<file path="src/rtl/uart_tx_sched.sv">
// uart_tx_sched
// Round-robin scheduler that lets N_REQ byte requesters share one UART
// transmitter. For each granted byte it writes UARTTX, enables the
// transmitter through UARTCON, polls UARTCON.TXC until the byte is out
// (or POLL_MAX polls have elapsed), clears UARTCON and signals done.
//
// Ports:
//   clk, rst_n           clock, asynchronous active-low reset
//   req / req_data       per-requester level request and byte ([8i+7:8i])
//   gnt                  one-cycle grant pulse; req_data captured this cycle
//   done                 one-cycle completion pulse to the owner
//   baud_sel             UARTCON[5:4] value, sampled at grant
//   uart_waddr/wdata/wen UART register write port
//   uart_raddr/rdata     UART register read port (rdata combinational)
//   busy                 high whenever a transfer is in progress
//   timeout              pulses with done when the poll limit was hit
module uart_tx_sched #(
  parameter int          N_REQ    = 4,
  parameter logic [15:0] POLL_MAX = 16'd60000
) (
  input  logic               clk,
  input  logic               rst_n,
  input  logic [N_REQ-1:0]   req,
  input  logic [8*N_REQ-1:0] req_data,
  output logic [N_REQ-1:0]   gnt,
  output logic [N_REQ-1:0]   done,
  input  logic [1:0]         baud_sel,
  output logic [3:0]         uart_waddr,
  output logic [7:0]         uart_wdata,
  output logic               uart_wen,
  output logic [3:0]         uart_raddr,
  input  logic [7:0]         uart_rdata,
  output logic               busy,
  output logic               timeout
);

  localparam int             IW       = (N_REQ > 1) ? $clog2(N_REQ) : 1;
  localparam logic [3:0]     ADDR_CON = 4'hC;
  localparam logic [3:0]     ADDR_TX  = 4'hD;
  localparam logic [IW-1:0]  PTR_INIT = IW'(N_REQ - 1);

  typedef enum logic [2:0] {
    IDLE, GRANT, LOAD, START, SETTLE, POLL, STOP, DONE
  } state_t;

  state_t        state_reg, state_next;
  logic [IW-1:0] rr_ptr_reg;
  logic [IW-1:0] owner_reg;
  logic [7:0]    data_reg;
  logic [1:0]    baud_reg;
  logic [15:0]   poll_cnt_reg;
  logic          abort_reg;

  logic [IW-1:0] win;
  logic          any_req;
  logic          txc;
  logic          poll_at_max;
  logic          unused_rdata;

  // Unpack the flat request bus into one byte per requester.
  logic [7:0] req_bytes [N_REQ];
  genvar gi;
  generate
    for (gi = 0; gi < N_REQ; gi++) begin : g_unpack
      assign req_bytes[gi] = req_data[8*gi +: 8];
    end
  endgenerate

  assign txc          = uart_rdata[3];
  // Only TXC is consumed; the remaining UARTCON bits are ignored here.
  assign unused_rdata = ^{uart_rdata[7:4], uart_rdata[2:0]};
  assign poll_at_max  = (poll_cnt_reg == POLL_MAX - 16'd1);

  // Search starts just after the last winner, so every pending requester
  // is reached before the previous winner can be picked again.
  always_comb begin
    win     = '0;
    any_req = 1'b0;
    for (int k = 1; k <= N_REQ; k++) begin
      if (!any_req && req[(int'(rr_ptr_reg) + k) % N_REQ]) begin
        any_req = 1'b1;
        win     = IW'((int'(rr_ptr_reg) + k) % N_REQ);
      end
    end
  end

  always_comb begin
    state_next = state_reg;
    gnt        = '0;
    done       = '0;
    timeout    = 1'b0;
    uart_wen   = 1'b0;
    uart_waddr = 4'h0;
    uart_wdata = 8'h00;
    uart_raddr = 4'h0;
    case (state_reg)
      IDLE: begin
        if (|req) state_next = GRANT;
      end
      GRANT: begin
        // A request withdrawn before this cycle is not granted.
        if (any_req) begin
          gnt        = N_REQ'(1) << win;
          state_next = LOAD;
        end else begin
          state_next = IDLE;
        end
      end
      LOAD: begin
        uart_wen   = 1'b1;
        uart_waddr = ADDR_TX;
        uart_wdata = data_reg;
        state_next = START;
      end
      START: begin
        uart_wen   = 1'b1;
        uart_waddr = ADDR_CON;
        uart_wdata = {1'b1, 1'b0, baud_reg, 4'b0000};
        state_next = SETTLE;
      end
      SETTLE: begin
        state_next = POLL;
      end
      POLL: begin
        uart_raddr = ADDR_CON;
        if (txc || poll_at_max) state_next = STOP;
      end
      STOP: begin
        // Writing zeros in bits 7..6 and 3..0 clears tx_en, txc and rxc.
        uart_wen   = 1'b1;
        uart_waddr = ADDR_CON;
        uart_wdata = {2'b00, baud_reg, 4'b0000};
        state_next = DONE;
      end
      DONE: begin
        done       = N_REQ'(1) << owner_reg;
        timeout    = abort_reg;
        state_next = IDLE;
      end
      default: state_next = IDLE;
    endcase
  end

  assign busy = (state_reg != IDLE);

  always_ff @(posedge clk or negedge rst_n) begin
    if (!rst_n) begin
      state_reg    <= IDLE;
      rr_ptr_reg   <= PTR_INIT;
      owner_reg    <= '0;
      data_reg     <= 8'h00;
      baud_reg     <= 2'b00;
      poll_cnt_reg <= 16'd0;
      abort_reg    <= 1'b0;
    end else begin
      state_reg <= state_next;
      case (state_reg)
        GRANT: begin
          if (any_req) begin
            rr_ptr_reg <= win;
            owner_reg  <= win;
            data_reg   <= req_bytes[win];
            baud_reg   <= baud_sel;
          end
        end
        START: poll_cnt_reg <= 16'd0;
        POLL: begin
          // Counter stops at POLL_MAX-1, so it can never wrap.
          if (!txc) begin
            if (poll_at_max) abort_reg    <= 1'b1;
            else             poll_cnt_reg <= poll_cnt_reg + 16'd1;
          end
        end
        DONE: abort_reg <= 1'b0;
        default: ;
      endcase
    end
  end

endmodule

</file>
<file path="config.mk">
export PLATFORM = sky130hd
export DESIGN_NAME = uart_tx_sched
export DESIGN_NICKNAME = d
export VERILOG_FILES = /design/src/rtl/uart_tx_sched.sv
export SDC_FILE = /design/constraint.sdc
export NUM_CORES = 1
export LEC_CHECK = 0
export BUFFER_PORTS_ARGS = -buffer_cell sky130_fd_sc_hd__buf_2
export CORE_ASPECT_RATIO = 0.5
export CORE_MARGIN = 4
export CORE_UTILIZATION = 25
export CTS_BUF_LIST = sky130_fd_sc_hd__clkbuf_8
export DETAILED_ROUTE_END_ITERATION = 12
export PLACE_DENSITY = 0.48
export SLEW_MARGIN = 5
export SYNTH_ARGS = -nofsm -noshare
export SYNTH_HDL_FRONTEND = slang
export SYNTH_SLANG_ARGS = --single-unit
</file>
<file path="constraint.sdc">
create_clock -name clk -period 2.83 [get_ports clk]
set_clock_uncertainty 0.15 [all_clocks]
set_input_delay 0.283 -clock clk [delete_from_list [all_inputs] [get_ports clk]]
set_output_delay 0.283 -clock clk [all_outputs]
set_load 0.05 [all_outputs]
</file>
==> qor.yml <==
sta:
  drv_slew: 0
  relSlewSlack_pct: 47.76
  post-route-min-period_ns: 2.590
  finalHoldViolations: 0
  fin_setup_tns_ns: 0
  setup_viol: 0
  hold_ws_ns: 0.04048
  fmax_mhz: 386.1
  post-route-period-util_pct: 91.51
  rsz0062_at_grt: "no"
  worst_slew_pin_slew_ns: 0.7836
final_layout:
  largest_reg_flops: 16
  fillers: 944
  drive_gt1_share_pct: 33.33
  areaGrowthSynthToFinish_pct: 22.74
  stdcell_area_um2: 2783
  diodes: 0
  nNetsFinal: 360
power:
  leakagePower_nw: 1.330
  irDropWorstVdd_mv: 0.2572
  pwr_density_cell_nw_per_um2: 889.8
detailed_routing:
  ant_nets: 0
  wl_per_cell_um: 13.51
  vias: 1968
  drt_iter0_markers: 108
  drc_errors: 0
  viasPerCell: 4.587
  finalWirelength_um: 5796
  firstDrtPassIters: 4
logic_synthesis:
  ys_ff_latch: 34
  synth_mux_area_share_pct: 10.82
  ys_seq_area_share_pct: 37.64
  synth_top_area_share_pct: 35.32
  ys.flop_type: "dfrtp_1"
  synthSimpleGateAreaFrac_pct: 32.45
  synth-compound-area-share_pct: 9.382
  synthArstFlopShare_pct: 100.0
  synthCells: 248
  yosysMostFrequentCell: "nand2_1"
  synth_warnings: 0
  syn_area_um2: 2267
  yosysTopAreaCell: "dfrtp_1"
  synthAdderAreaFrac_pct: 0.5519
  synth_area_per_cell_um2: 9.142
  synth.top_cells.by_area: "dfrtp_1, mux2i_1, nand2_1"
  synth_cell_types: 49
  ys_top_cells_by_count: "nand2_1, dfrtp_1, nor2_1, nand3_1, mux2i_1"
  synth_edf_count: 0
  synth_top_family_by_area: "simple AND/OR/NAND/NOR gates"
  synth-xor-area-share_pct: 3.477
worst_setup_path:
  critPathMaxFanout: 9
  cp-start-kind: "register"
  crit_path_end_kind: "output port"
  path_buf_inv: 1
  crit_family: "simple AND/OR/NAND/NOR gates"
  crit_type: "register to output port"
  cp_slowest_cell: "dfstp_2"
  critical_path_arrival_ns: 2.16
  critical_path.max_stage_delay_ns: 0.56
  path_cells: "and3b_1 -> o31a_2 -> nor2_1 -> and2_1 -> buf_2"
  required_ns: 2.40
place:
  dpl.hpwl_um: 4352
  placed_cell_area_um2: 2680
  globalplace.congestion: 0.7504
  portBuffers: 64
flow_run:
  cap_violations: 0
grt:
  antenna_found_initial: 0
  gr-total-overflow: 0
  grtUsageMet1_pct: 15.84
  use_met2_pct: 18.09
  grt_pass1_wl_um: 9777
  use_met3_pct: 2.759
  grt_max_degree: 35
  busiest_layer: "met2"
  grt_pass1_vias: 1986
  grt.total_usage_pct: 11.26
floorplanning:
  rows: 24
  start_util_pct: 25.86
  fp.dieW_um: 142.7
  io_pins: 75
  core_um2: 8768
  die_area_um2: 10750
  die_h_um: 75.34
clock_network:
  insertion_delay_ns: 0.28
  htree_levels: 2
  cts.sinks: 34
  cts_buffer_depth: 2
  cts-root-buf: "clkbuf_8"
  path_clk_slew_ns: 0.07
  cts_tree: "built"
  cts_setup_buffers: 0
  cts_inserted_buffers: 5
min_path:
  hp-class: "input port to register"
status:
  status: "finished clean"
[report_power, final]
group	internal, mW	total, mW	switching [mW]
clock	0.193	0.372	0.179
combinational	0.459	1.38	0.916
sequential	0.629	0.729	0.0994
[path summary, 6_finish.rpt]
kind | start | endpoint | slack (ns) | depth (start not counted)
setup / recovery | rr_ptr_reg[0]$_DFFE_PN1P_ | gnt[1] | 0.24 | 5
min in group asynchronous | rst_n | poll_cnt_reg[11]$_DFFE_PN0P_ | 0.46 | 2
max in group asynchronous | rst_n | state_reg[0]$_DFFE_PN0P_ | 1.56 | 2
hold / removal | baud_sel[1] | baud_reg[1]$_DFFE_PN0P_ | 0.04 | 3
setup reg to reg | rr_ptr_reg[1]$_DFFE_PN1P_ | data_reg[0]$_DFFE_PN0P_ | 0.44 | 5
hold reg to reg | abort_reg$_DFFE_PN0P_ | abort_reg$_DFFE_PN0P_ | 0.34 | 2
[cells in the final DEF (no fill, tap or decap), drive strengths merged, types with 2 or more instances in the layout]
cell     instances
buf             71
nand2           33
dfrtp           32
nor2            24
nand3           22
mux2i           14
xnor2            9
and2             9
mux2             9
and3             8
nor3             7
o211ai           6
clkbuf           6
nor2b            5
a21oi            5
nor3b            5
inv              4
o21ai            3
or3              3
a221o            3
conb             3
nor4             3
nand2b           2
and3b            2
or2              2
o2111ai          2
nand4            2
and4             2
dfstp            2
[repair_timing]
| item | 4_1_cts | 5_1_grt |
|---|---|---|
| gates resized for setup | 0 | 1 |
| hold buffers | 1 | 0 |
| setup endpoints to repair | 0 | 2 |
| endpoints found under the hold margin | 32 | 0 |
[routing by layer]
layer / vias up / wire length (um)
li1: 991 / -
met1: 939 / 2850
met2: 36 / 2706
met3: 2 / 213
met4: 0 / 26
met5: - / 0
[stage by stage]
stage,std cells,setup slack (ns),utilization [%],power (mW)
2_1_floorplan,250,0.04656,-,1.829
3_3_place_gp,420,0.4807,30.57,2.103
3_5_place_dp,420,0.4323,30.57,2.128
4_1_cts,429,0.1429,31.72,2.506
5_1_grt,429,0.06352,31.74,2.675
6_report,429,0.2402,31.74,2.476
[worst min-delay path, stage by stage]
cell	delay, ns
buf_2	0.08
nand2_1	0.04
nand2_1	0.05
[final cells by class]
class	instances	area [um^2]	area share, %
Multi-Input combinational cell	195	1297	46.63
Sequential cell	34	853.3	30.67
Timing Repair Buffer	72	382.9	13.76
Clock buffer	6	82.58	2.968
Tap cell	117	146.4	5.261
Clock inverter	2	8.758	0.3147
Inverter	3	11.26	0.4047
[cells by family after synthesis]
group,Yosys count
adder cells (fa/ha/maj),1
AND/OR/NAND/NOR,133
other,1
multiplexers,23
buffers and inverters,21
AO/OA/AOI/OAI,26
flip-flops,34
XOR/XNOR,9
(Power assumes the default switching activity.)
